<file path="config.mk">
export PLATFORM = sky130hd
export DESIGN_NAME = flit_source
export DESIGN_NICKNAME = d
export VERILOG_FILES = /design/src/rtl/flit_source.sv
export SDC_FILE = /design/constraint.sdc
export NUM_CORES = 1
export LEC_CHECK = 0
export CORE_UTILIZATION = 50
export DETAILED_ROUTE_END_ITERATION = 7
export PLACE_DENSITY = 0.7
export SETUP_SLACK_MARGIN = 0.02
export SYNTH_ARGS = -nofsm -noshare
export SYNTH_HDL_FRONTEND = slang
export SYNTH_SLANG_ARGS = --single-unit
</file>
<file path="constraint.sdc">
create_clock -name clk -period 3.29 [get_ports clk]
set_clock_uncertainty 0.2 [all_clocks]
set_input_delay 0.4935 -clock clk [delete_from_list [all_inputs] [get_ports clk]]
set_output_delay 0.4935 -clock clk [all_outputs]
set_load 0.01 [all_outputs]
</file>
<file path="src/rtl/flit_source.sv">
// flit_source: synthetic traffic injector for one router input port.
// Emits fixed-length packets (head flit carrying an LFSR-derived destination,
// then body flits carrying their index) over a valid/ready handshake.
//
// Ports:
//   clk        rising-edge clock
//   reset      asynchronous active-low reset
//   enable     permission to start a new packet (sampled only when idle)
//   out_valid  flit on out_data is offered
//   out_data   {head flag, dest or payload}
//   out_last   offered flit is the last of its packet
//   out_ready  downstream accepts on out_valid && out_ready
//   pkt_count  completed packets, wraps at 16 bits
//   busy       high while a packet or its trailing gap is in progress
module flit_source #(
  parameter int unsigned SEED      = 5,
  parameter int unsigned SIZE      = 8,
  parameter int unsigned PKT_FLITS = 4,
  parameter int unsigned GAP       = 2,
  parameter int unsigned MAX_PKTS  = 0
) (
  input  logic            clk,
  input  logic            reset,
  input  logic            enable,
  output logic            out_valid,
  output logic [SIZE-1:0] out_data,
  output logic            out_last,
  input  logic            out_ready,
  output logic [15:0]     pkt_count,
  output logic            busy
);

  localparam int unsigned DEST_BITS = SIZE - 1;
  localparam int unsigned IDX_W     = (PKT_FLITS > 1) ? $clog2(PKT_FLITS) : 1;
  localparam int unsigned GAP_W     = (GAP > 1) ? $clog2(GAP + 1) : 1;
  localparam logic [15:0] SEED_INIT = (SEED == 0) ? 16'd1 : 16'(SEED);
  localparam logic [15:0] LFSR_TAPS = 16'hB400;
  localparam logic [IDX_W-1:0] IDX_LAST = IDX_W'(PKT_FLITS - 1);

  typedef enum logic [2:0] {
    S_IDLE,
    S_HEAD,
    S_BODY,
    S_GAP,
    S_DONE
  } state_e;

  state_e            state_q, state_d;
  logic [15:0]       lfsr_q, lfsr_d;
  logic [IDX_W-1:0]  idx_q, idx_d;
  logic [GAP_W-1:0]  gap_q, gap_d;
  logic [15:0]       pkt_count_q, pkt_count_d;
  logic              out_valid_q, out_valid_d;
  logic [SIZE-1:0]   out_data_q, out_data_d;
  logic              out_last_q, out_last_d;
  logic              busy_q, busy_d;
  logic              complete;

  // Next-state, LFSR, counters and the registered output image of the next state
  always_comb begin
    state_d     = state_q;
    lfsr_d      = lfsr_q;
    idx_d       = idx_q;
    gap_d       = gap_q;
    pkt_count_d = pkt_count_q;
    complete    = 1'b0;
    out_valid_d = 1'b0;
    out_data_d  = '0;
    out_last_d  = 1'b0;
    busy_d      = 1'b0;

    case (state_q)
      S_IDLE: begin
        if (enable) state_d = S_HEAD;
      end
      S_HEAD: begin
        if (out_ready) begin
          // Destination advances once per accepted head flit
          lfsr_d = (lfsr_q >> 1) ^ (lfsr_q[0] ? LFSR_TAPS : 16'd0);
          if (PKT_FLITS > 1) begin
            state_d = S_BODY;
            idx_d   = IDX_W'(1);
          end else begin
            complete = 1'b1;
          end
        end
      end
      S_BODY: begin
        if (out_ready) begin
          if (idx_q == IDX_LAST) complete = 1'b1;
          else                   idx_d    = idx_q + IDX_W'(1);
        end
      end
      S_GAP: begin
        if (gap_q <= GAP_W'(1)) state_d = S_IDLE;
        else                    gap_d   = gap_q - GAP_W'(1);
      end
      S_DONE: begin
        state_d = S_DONE;
      end
      default: begin
        state_d = S_IDLE;
      end
    endcase

    // Packet completion: count, then stop, pause or return to idle
    if (complete) begin
      pkt_count_d = pkt_count_q + 16'd1;
      idx_d       = '0;
      if ((MAX_PKTS != 0) && (pkt_count_d == 16'(MAX_PKTS))) begin
        state_d = S_DONE;
      end else if (GAP > 0) begin
        state_d = S_GAP;
        gap_d   = GAP_W'(GAP);
      end else begin
        state_d = S_IDLE;
      end
    end

    // Outputs depend only on the next state, so they hold while stalled
    case (state_d)
      S_HEAD: begin
        out_valid_d = 1'b1;
        out_data_d  = {1'b1, lfsr_d[DEST_BITS-1:0]};
        out_last_d  = (PKT_FLITS == 1);
        busy_d      = 1'b1;
      end
      S_BODY: begin
        out_valid_d = 1'b1;
        out_data_d  = {1'b0, DEST_BITS'(idx_d)};
        out_last_d  = (idx_d == IDX_LAST);
        busy_d      = 1'b1;
      end
      S_GAP: begin
        busy_d = 1'b1;
      end
      default: begin
        busy_d = 1'b0;
      end
    endcase
  end

  // State and output registers; reset abandons any in-flight packet
  always_ff @(posedge clk or negedge reset) begin
    if (!reset) begin
      state_q     <= S_IDLE;
      lfsr_q      <= SEED_INIT;
      idx_q       <= '0;
      gap_q       <= '0;
      pkt_count_q <= '0;
      out_valid_q <= 1'b0;
      out_data_q  <= '0;
      out_last_q  <= 1'b0;
      busy_q      <= 1'b0;
    end else begin
      state_q     <= state_d;
      lfsr_q      <= lfsr_d;
      idx_q       <= idx_d;
      gap_q       <= gap_d;
      pkt_count_q <= pkt_count_d;
      out_valid_q <= out_valid_d;
      out_data_q  <= out_data_d;
      out_last_q  <= out_last_d;
      busy_q      <= busy_d;
    end
  end

  assign out_valid = out_valid_q;
  assign out_data  = out_data_q;
  assign out_last  = out_last_q;
  assign pkt_count = pkt_count_q;
  assign busy      = busy_q;

endmodule

</file>
# [Word level (Yosys, flattened, before mapping)]
# Cells that the tools add are included.
[op_classes] addsub=3 magnitude_cmp=1 n_eq_ne=10 mux=23 bitwise_logic=1 reduce_logical=6
[op_table] cell="16-bit by 1-bit adder with 16-bit output (second input constant)" count=1
[op_table] cell="16-bit 2-to-1 mux" count=1
[op_table] cell="8-bit one-hot mux with 2 select lines" count=1
[op_table] cell="15-bit by 16-bit XOR with 16-bit output" count=1
[op_table] cell="3-bit one-hot mux with 5 select lines" count=1
[op_table] cell="2-bit 2-to-1 mux" count=7
[op_table] cell="7-bit 2-to-1 mux" count=2
[op_table] cell="3-bit by 2-bit equality test with 1-bit output (second input constant)" count=4
[op_table] cell="3-bit 2-to-1 mux" count=4
[op_table] cell="3-bit by 1-bit equality test with 1-bit output (second input constant)" count=2
[op_table] cell="1-bit 2-to-1 mux" count=6
[op_table] cell="2-bit equality test (second input constant)" count=2
[op_table] cell="2-bit one-hot mux with 2 select lines" count=1
[op_table] cell="2-bit AND reduction" count=2
[op_table] cell="3-bit equality test (second input constant)" count=1
[op_table] cell="3-bit zero test" count=1
[op_table] cell="3-bit OR reduction" count=1
[op_table] cell="2-bit by 1-bit adder with 2-bit output (second input constant)" count=1
[op_table] cell="2-bit by 1-bit <= comparator with 1-bit output (second input constant)" count=1
[op_table] cell="2-bit != test (second input constant)" count=1
[op_table] cell="2-bit nonzero test" count=1
[op_table] cell="2-bit OR reduction" count=1
[op_table] cell="2-bit by 1-bit subtractor with 2-bit output (second input constant)" count=1
[totals] ff_bits=50 input_bits=4 output_inout_bits=27 word_cells=54

# [Longest topological paths before layout]
# Gate-level depths: netlist of run 1.
[depth] word_depth=8 mapped_depth=7 depth_no_buf=6

# [Worst setup path after synthesis of run 1]
# No wires, ideal clock.
[synth_timing] kind="flip-flop to flip-flop" startpoint="reg state_q[2]" endpoint="reg out_data_q[5], in the netlist out_data[5]" setup_ps=117 arrival_time_ps=1454 path_slack_ps=1519 stages_incl_launch_ff=6 n_path_buf=1 period_less_slack_ps=1771 cell_sequence="dfrtp_1 -> nand2b_4 -> or3_4 -> buf_6 -> mux2_4 -> and2_4"
[synth_between] elab_cells_between_ends=15
[synth_lines] item="start, declared" line="48" text="state_e state_q, state_d;"
[synth_lines] item="start signal, assigned" line="156" text="state_q <= state_d;"
[synth_lines] item="3-bit by 1-bit equality test with 1-bit output" line="72" text="case (state_q)"
[synth_lines] item="7-bit 2-to-1 mux" line="72"
[synth_lines] item="via lfsr_d[5]" line="49" text="logic [15:0] lfsr_q, lfsr_d;"
[synth_lines] item="8-bit one-hot mux with 2 select lines" line="121" text="case (state_d)"
[synth_lines] item="via out_data_d[5]" line="54" text="logic [SIZE-1:0] out_data_q, out_data_d;"
[synth_lines] item="end signal, assigned" line="162" text="out_data_q <= out_data_d;"
[synth_lines] item="end, declared" line="54"
# The timed path passes the listed nets, and every way through them passes these cells.
# A chain may end at the register's enable or synchronous reset.

# [Worst setup path in the final report of run 1]
[layout_timing] startpoint="in out_ready" endpoint="reg pkt_count_q[13], in the netlist pkt_count[13]"
[layout_between] elab_chain_cells=2
[layout_rtl] item="start, declared" line="28" text="input logic out_ready,"
[layout_rtl] item="1-bit 2-to-1 mux" line="89" text="if (out_ready) begin"
[layout_rtl] item="1-bit 2-to-1 mux"
[layout_rtl] item="end signal, assigned" line="160" text="pkt_count_q <= pkt_count_d;"
[layout_rtl] item="end, declared" line="52" text="logic [15:0] pkt_count_q, pkt_count_d;"
# No other way between the ends.

==> qor.yml, run 1 <==
sta:
  fmax_mhz: 459
  finalSetupTns_ps: 0
  fin_crit_ps: 2180
  rsz0062_at_grt: "false"
  slew_viol_final: 0
  finalSetupViolations: 0
  finalHoldViolations: 0
  maxSlewHeadroom_pct: 28.2
  worstMarginPinSlew_ps: 1080
  finalCritPeriodShare_pct: 66.2
clock_tree:
  cts.clk_slew.worst_paths_ps: 90
  clkLatencyLatePin_ps: 300
  cts_tree: "done"
  clock_sink_count: 50
  hold_buffers: 0
  cts_resized: 0
  clk_path_buf_depth: 2
  numCtsBuffers: 5
  cts_setup_buffers: 0
  clockRootBuffer: "clkbuf_8"
  h-tree-depth: 2
route:
  routed_wirelength_um: 3710
  via_count: 1409
  wl_per_cell_um: 13.6
  vias_per_cell: 5.16
  drc: 0
  first_pass_iters: 4
  ant_nets: 0
  dr.first_iter.drc_count: 64
power_and_ir_drop:
  p_per_area_mw_per_mm2: 730
  irDropWorstVdd_mv: 0.450
  leakage_nw: 1.18
floorplanning:
  io_pins: 31
  core_mm2: 0.00406
  die_y_um: 67.5
  start_util_pct: 52.8
  die_x_um: 67.5
  num_rows: 23
  dieArea_mm2: 0.00455
logic_synthesis:
  syn_avg_cell_area_um2: 11.3
  synthDistinctLibCells: 35
  synth_most_common_cell: "dfrtp_1"
  syn-cell-area_mm2: 0.00214
  yosysWarnings: 0
  synth_top_area_share_pct: 56.1
  syn_inst: 190
  ys_seq_elements: 50
  synth_fp_nets: 196
  ys.flop_type: "dfrtp_1"
  synth-edff-count: 0
  synthTopCellsByArea: "dfrtp_1, xnor2_1, nand2_1, o21ai_0, dfstp_2"
  yosys.area.top_type: "dfrtp_1"
  ys_seq_area_share_pct: 58.5
  synthArstFlopShare_pct: 100
  synth_commonest_cells: "dfrtp_1, nand2_1, xnor2_1"
critical_path:
  cp.required_ps: 3270
  worstPathMaxFanout: 5
  critPathLaunchType: "primary input"
  cpMaxStageDelayCell: "clkdlybuf4s50_1"
  critPathKind: "in2reg"
  crit_family: "simple AND/OR/NAND/NOR gates"
  cp_slowest_stage_delay_ps: 610
  path_cells: "clkdlybuf4s50_1 > nand4b_1 > nor3_1 > nand3_1 > xnor2_1"
  critPathArrivalTime_ps: 2160
  cp-end-kind: "flop"
  cp.buffers_inverters: 1
placed_design:
  gp_congestion: 0.781
  hpwlAfterDp_um: 2510
  place_inst: 265
  io_buffer_count: 30
global_routing:
  grt_pass1_wl_um: 6530
  grt_usage_pct: 19.7
  overflow: 0
  grt_pass1_vias: 1384
  antenna_found_initial: 0
  grt_max_degree: 51
worst_hold_path:
  hold_class: "in2async"
layout:
  drive_gt1_share_pct: 10.8
  nets: 228
  area_delta_synth_final_pct: 20.2
  fin_cells: 273
  n_antenna_cell: 0
run:
  maxCapViolations: 0
status:
  outcome: "finished, final reports clean"
## sequential cells by signal, indices dropped and copies added (netlist names)
register / count
busy: 1
out_last: 1
lfsr_q: 16
state_q: 3
out_data: 8
out_valid: 1
pkt_count: 16
idx_q: 2
gap_q: 2
## through the flow
step           instance area, um^2  total power, mW  utilization (%)  setup WS (ps)  hold slack, ps
2_1_floorplan                 2140             1.27                -           1520           -2.09
3_3_place_gp                  2460             1.45             60.7            865             247
3_5_place_dp                  2460             1.47             60.7            794             259
4_1_cts                       2570             1.89             63.4           1110             212
5_1_grt                       2570             2.02             63.4            922             272
6_report                      2570             1.88             63.4           1110             182
## cell type report
type | count | area, um^2
fillers | 307 | 1480
flip-flops and latches | 50 | 1250
multi-input cells | 128 | 823
repair buffers | 31 | 303
clock buffers | 5 | 68.8
well taps | 50 | 62.6
clock inverters | 3 | 40.0
inverters | 6 | 22.5
## final timing paths
| path | cells after the start | start | end | slack (ps) |
|---|---|---|---|---|
| max in group asynchronous | 1 | reset | gap_q[1] | 2040 |
| hold reg to reg | 1 | pkt_count[15] | pkt_count[15] | 270 |
| min in group clk | 1 | pkt_count[15] | pkt_count[15] | 270 |
| hold / removal | 1 | reset | lfsr_q[7] | 180 |
| setup reg to reg | 4 | state_q[1] | pkt_count[13] | 1240 |
| setup / recovery | 5 | out_ready | pkt_count[13] | 1110 |
## power breakdown
group | internal [mW] | total, mW | leakage (nW) | switching (mW)
clock network | 0.224 | 0.418 | 0.0579 | 0.195
logic | 0.276 | 0.543 | 0.460 | 0.267
registers | 0.772 | 0.916 | 0.662 | 0.144
total | 1.27 | 1.88 | 1.18 | 0.606
## layout by cell type, fill, tap and decap left out, drive strengths merged
cell type       n
a21oi           3
and2            8
and2b           1
and3            3
and4            3
buf             2
bufinv          1
clkbuf          5
clkdlybuf4s50  29
clkinv          2
dfrtp          48
dfstp           2
ha              2
inv             6
mux2            6
nand2          34
nand2b          1
nand3           9
nand4           5
nand4b          2
nor2            5
nor2b           5
nor3            3
nor3b           1
o211ai          1
o21a            1
o21ai          11
o22ai           3
or3             1
xnor2          16
xor2            4
## cells by family (layout without fill, tap and decap cells)
logic type / after synthesis / in the layout / share of synthesized area, %
and+or+nand+nor: 81 / 81 / 20.7
DFF: 50 / 50 / 58.5
xor gates and xnor gates: 20 / 20 / 8.18
AOI/OAI and AO/OA: 19 / 19 / 4.85
buffers and inverters: 12 / 45 / 3.04
muxes: 6 / 6 / 3.50
adders and majority gates: 2 / 2 / 1.17
## metal layers
metal  track usage (%)  vias up  part of all wire, %
li1                  -      697                    -
met1              26.1      675                   48
met2              30.5       33                   47
met3              5.41        4                  3.6
met4              7.98        0                  1.3
met5                 0        -                    0
Power figures use the tool's default switching activity.
==> run 2, diff against run 1 <==
--- a/config.mk
+++ b/config.mk
@@ -5,9 +5,9 @@
 export SDC_FILE = /design/constraint.sdc
 export NUM_CORES = 1
 export LEC_CHECK = 0
-export CORE_UTILIZATION = 50
+export CORE_UTILIZATION = 48
 export DETAILED_ROUTE_END_ITERATION = 7
-export PLACE_DENSITY = 0.7
+export PLACE_DENSITY = 0.71
 export SETUP_SLACK_MARGIN = 0.02
 export SYNTH_ARGS = -nofsm -noshare
 export SYNTH_HDL_FRONTEND = slang
==> constraint.sdc (replaced) <==
create_clock -name clk -period 1.95 [get_ports clk]
set_clock_uncertainty 0.2 [all_clocks]
set_input_delay 0.2925 -clock clk [delete_from_list [all_inputs] [get_ports clk]]
set_output_delay 0.2925 -clock clk [all_outputs]
set_load 0.01 [all_outputs]
==> run 2 against run 1 <==
  * Cell count increased by 5.5%
  * Global-route usage rose by 0.58 points
  * Combinational power increased by 92%
  * Wire length grew 8.8%
  * First-iteration DRC count is 6.3% higher
  * Die area grew 4.0%
  * Utilization rose by 1.4 points
  * Critical path depth did not move
==> qor.yml, run 2 (synthesized netlist as in run 1, its figures left out) <==
clock_tree:
  h-tree-depth: 2
  numCtsBuffers: 5
  clock_sink_count: 50
  clkLatencyLatePin_ps: 290
  clockRootBuffer: "clkbuf_8"
  clk_path_buf_depth: 2
  cts_tree: "done"
  cts.clk_slew.worst_paths_ps: 90
placed_design:
  post-place-ws_ps: -166
  io_buffer_count: 30
  place_inst: 279
  gp_congestion: 0.847
  hpwlAfterDp_um: 2960
  dpl_cell_area_mm2: 0.00258
sta:
  worstMarginPinSlew_ps: 533
  fin_crit_ps: 1830
  finalHoldViolations: 0
  finalSetupTns_ps: 0
  slew_viol_final: 0
  finalSetupViolations: 0
  maxSlewHeadroom_pct: 64.4
  finalCritPeriodShare_pct: 93.9
  rsz0062_at_grt: "false"
  fmax_mhz: 546
  setup_ws_ps: 119
critical_path:
  cp.depth: 5
  path_cells: "inv_2 > nor3_1 > buf_4 > mux2_2 > and2_1"
  critPathKind: "reg2reg"
  cp.buffers_inverters: 2
  cp-end-kind: "flop"
  critPathLaunchType: "flop"
  cp_slowest_stage_delay_ps: 490
  cp.required_ps: 1940
  critPathArrivalTime_ps: 1820
  crit_family: "flip-flops"
  reg2reg_depth: 5
  worstPathMaxFanout: 8
  cpMaxStageDelayCell: "dfrtp_1"
power_and_ir_drop:
  p_int_mw: 2.14
  swShare_pct: 33.1
  comb_power_share_pct: 32.7
  switching_power_mw: 1.06
  clock_power_share_pct: 19.0
  p_per_area_mw_per_mm2: 1190
  leakage_nw: 1.25
  irDropWorstVdd_mv: 0.611
  p_seq_share_pct: 48.3
layout:
  utilization_pct: 64.8
  area_delta_synth_final_pct: 25.4
  drive_gt1_share_pct: 16.0
  final_cell_mix: "dfrtp_1, nand2_1, clkdlybuf4s50_1, xnor2_1, buf_4"
  nets: 243
  n_antenna_cell: 0
  final_common_cell: "dfrtp_1"
  fin_cells: 288
  postLayoutCellArea_mm2: 0.00269
global_routing:
  overflow: 0
  grt_pass1_vias: 1553
  grt_pass1_wl_um: 7020
  antenna_found_initial: 0
  grt_usage_pct: 20.3
  grt_max_degree: 29
floorplanning:
  dieArea_mm2: 0.00473
  io_pins: 31
  num_rows: 23
  die_y_um: 68.8
  start_util_pct: 51.7
  die_x_um: 68.8
  core_mm2: 0.00414
route:
  via_count: 1485
  wl_per_cell_um: 14.0
  ant_nets: 0
  vias_per_cell: 5.16
  dr.first_iter.drc_count: 68
  drc: 0
  routed_wirelength_um: 4040
  first_pass_iters: 4
worst_hold_path:
  hold_class: "reg2reg"
  whs_path_depth: 2
run:
  maxCapViolations: 0
status:
  outcome: "finished, final reports clean"
==> run 2: metrics by stage <==
stage                     power [mW]  hold slack (ps)
after detailed placement        2.60              107
after global placement          2.54             89.1
after floorplan                 2.14             -203
after CTS                       3.22              272
after global routing            3.42              297
final                           3.19              268
==> run 2: power by group through the flow <==
stage               clock (mW)  sequential [mW]  combinational, mW
floorplan                    0             1.52              0.619
global placement             0             1.53               1.00
detailed placement           0             1.55               1.05
CTS                      0.623             1.54               1.05
global route             0.668             1.58               1.17
finish                   0.606             1.54               1.04
==> run 2: worst reg2reg max path: cells and delay by family (launching register included) <==
family                 cells  cell delay (ps)
buffers and inverters      2              310
DFF                        1              490
muxes                      1              360
and+or+nand+nor            2              380
==> run 2: final timing paths <==
path | from | endpoint | slack [ps]
setup / recovery | state_q[0] | out_data[2] | 120
hold / removal | lfsr_q[12] | lfsr_q[11] | 270
hold reg to reg | lfsr_q[12] | lfsr_q[11] | 270
max in group asynchronous | reset | lfsr_q[2] | 640
setup reg to reg | state_q[0] | out_data[2] | 120
min in group asynchronous | reset | out_data[5] | 300
==> run 2: area by class of cell <==
cell class / count / area (um^2)
clock buffer: 7 / 86.3
clock inverter: 1 / 5.00
fill: 332 / 1460
inverter: 6 / 22.5
multi-input combinational: 128 / 823
sequential: 50 / 1250
tap: 50 / 62.6
timing repair buffer: 46 / 430
==> run 2: repair_timing <==
action | CTS | global route
hold buffers | 1 | 0
gates resized for setup | 0 | 1
setup buffers | 0 | 0
endpoints found under the setup margin | 0 | 1
hold endpoints to repair | 21 | 0
==> run 2: layer usage <==
| layer | up-vias | share of wire (%) | wire [um] | global-route usage [%] |
|---|---|---|---|---|
| met1 | 721 | 48 | 1940 | 26.8 |
| met5 | - | 0 | 0 | 0 |
| met3 | 2 | 3.7 | 151 | 4.93 |
| met2 | 34 | 48 | 1930 | 33.6 |
| li1 | 728 | - | - | - |
| met4 | 0 | 0.42 | 17 | 4.85 |
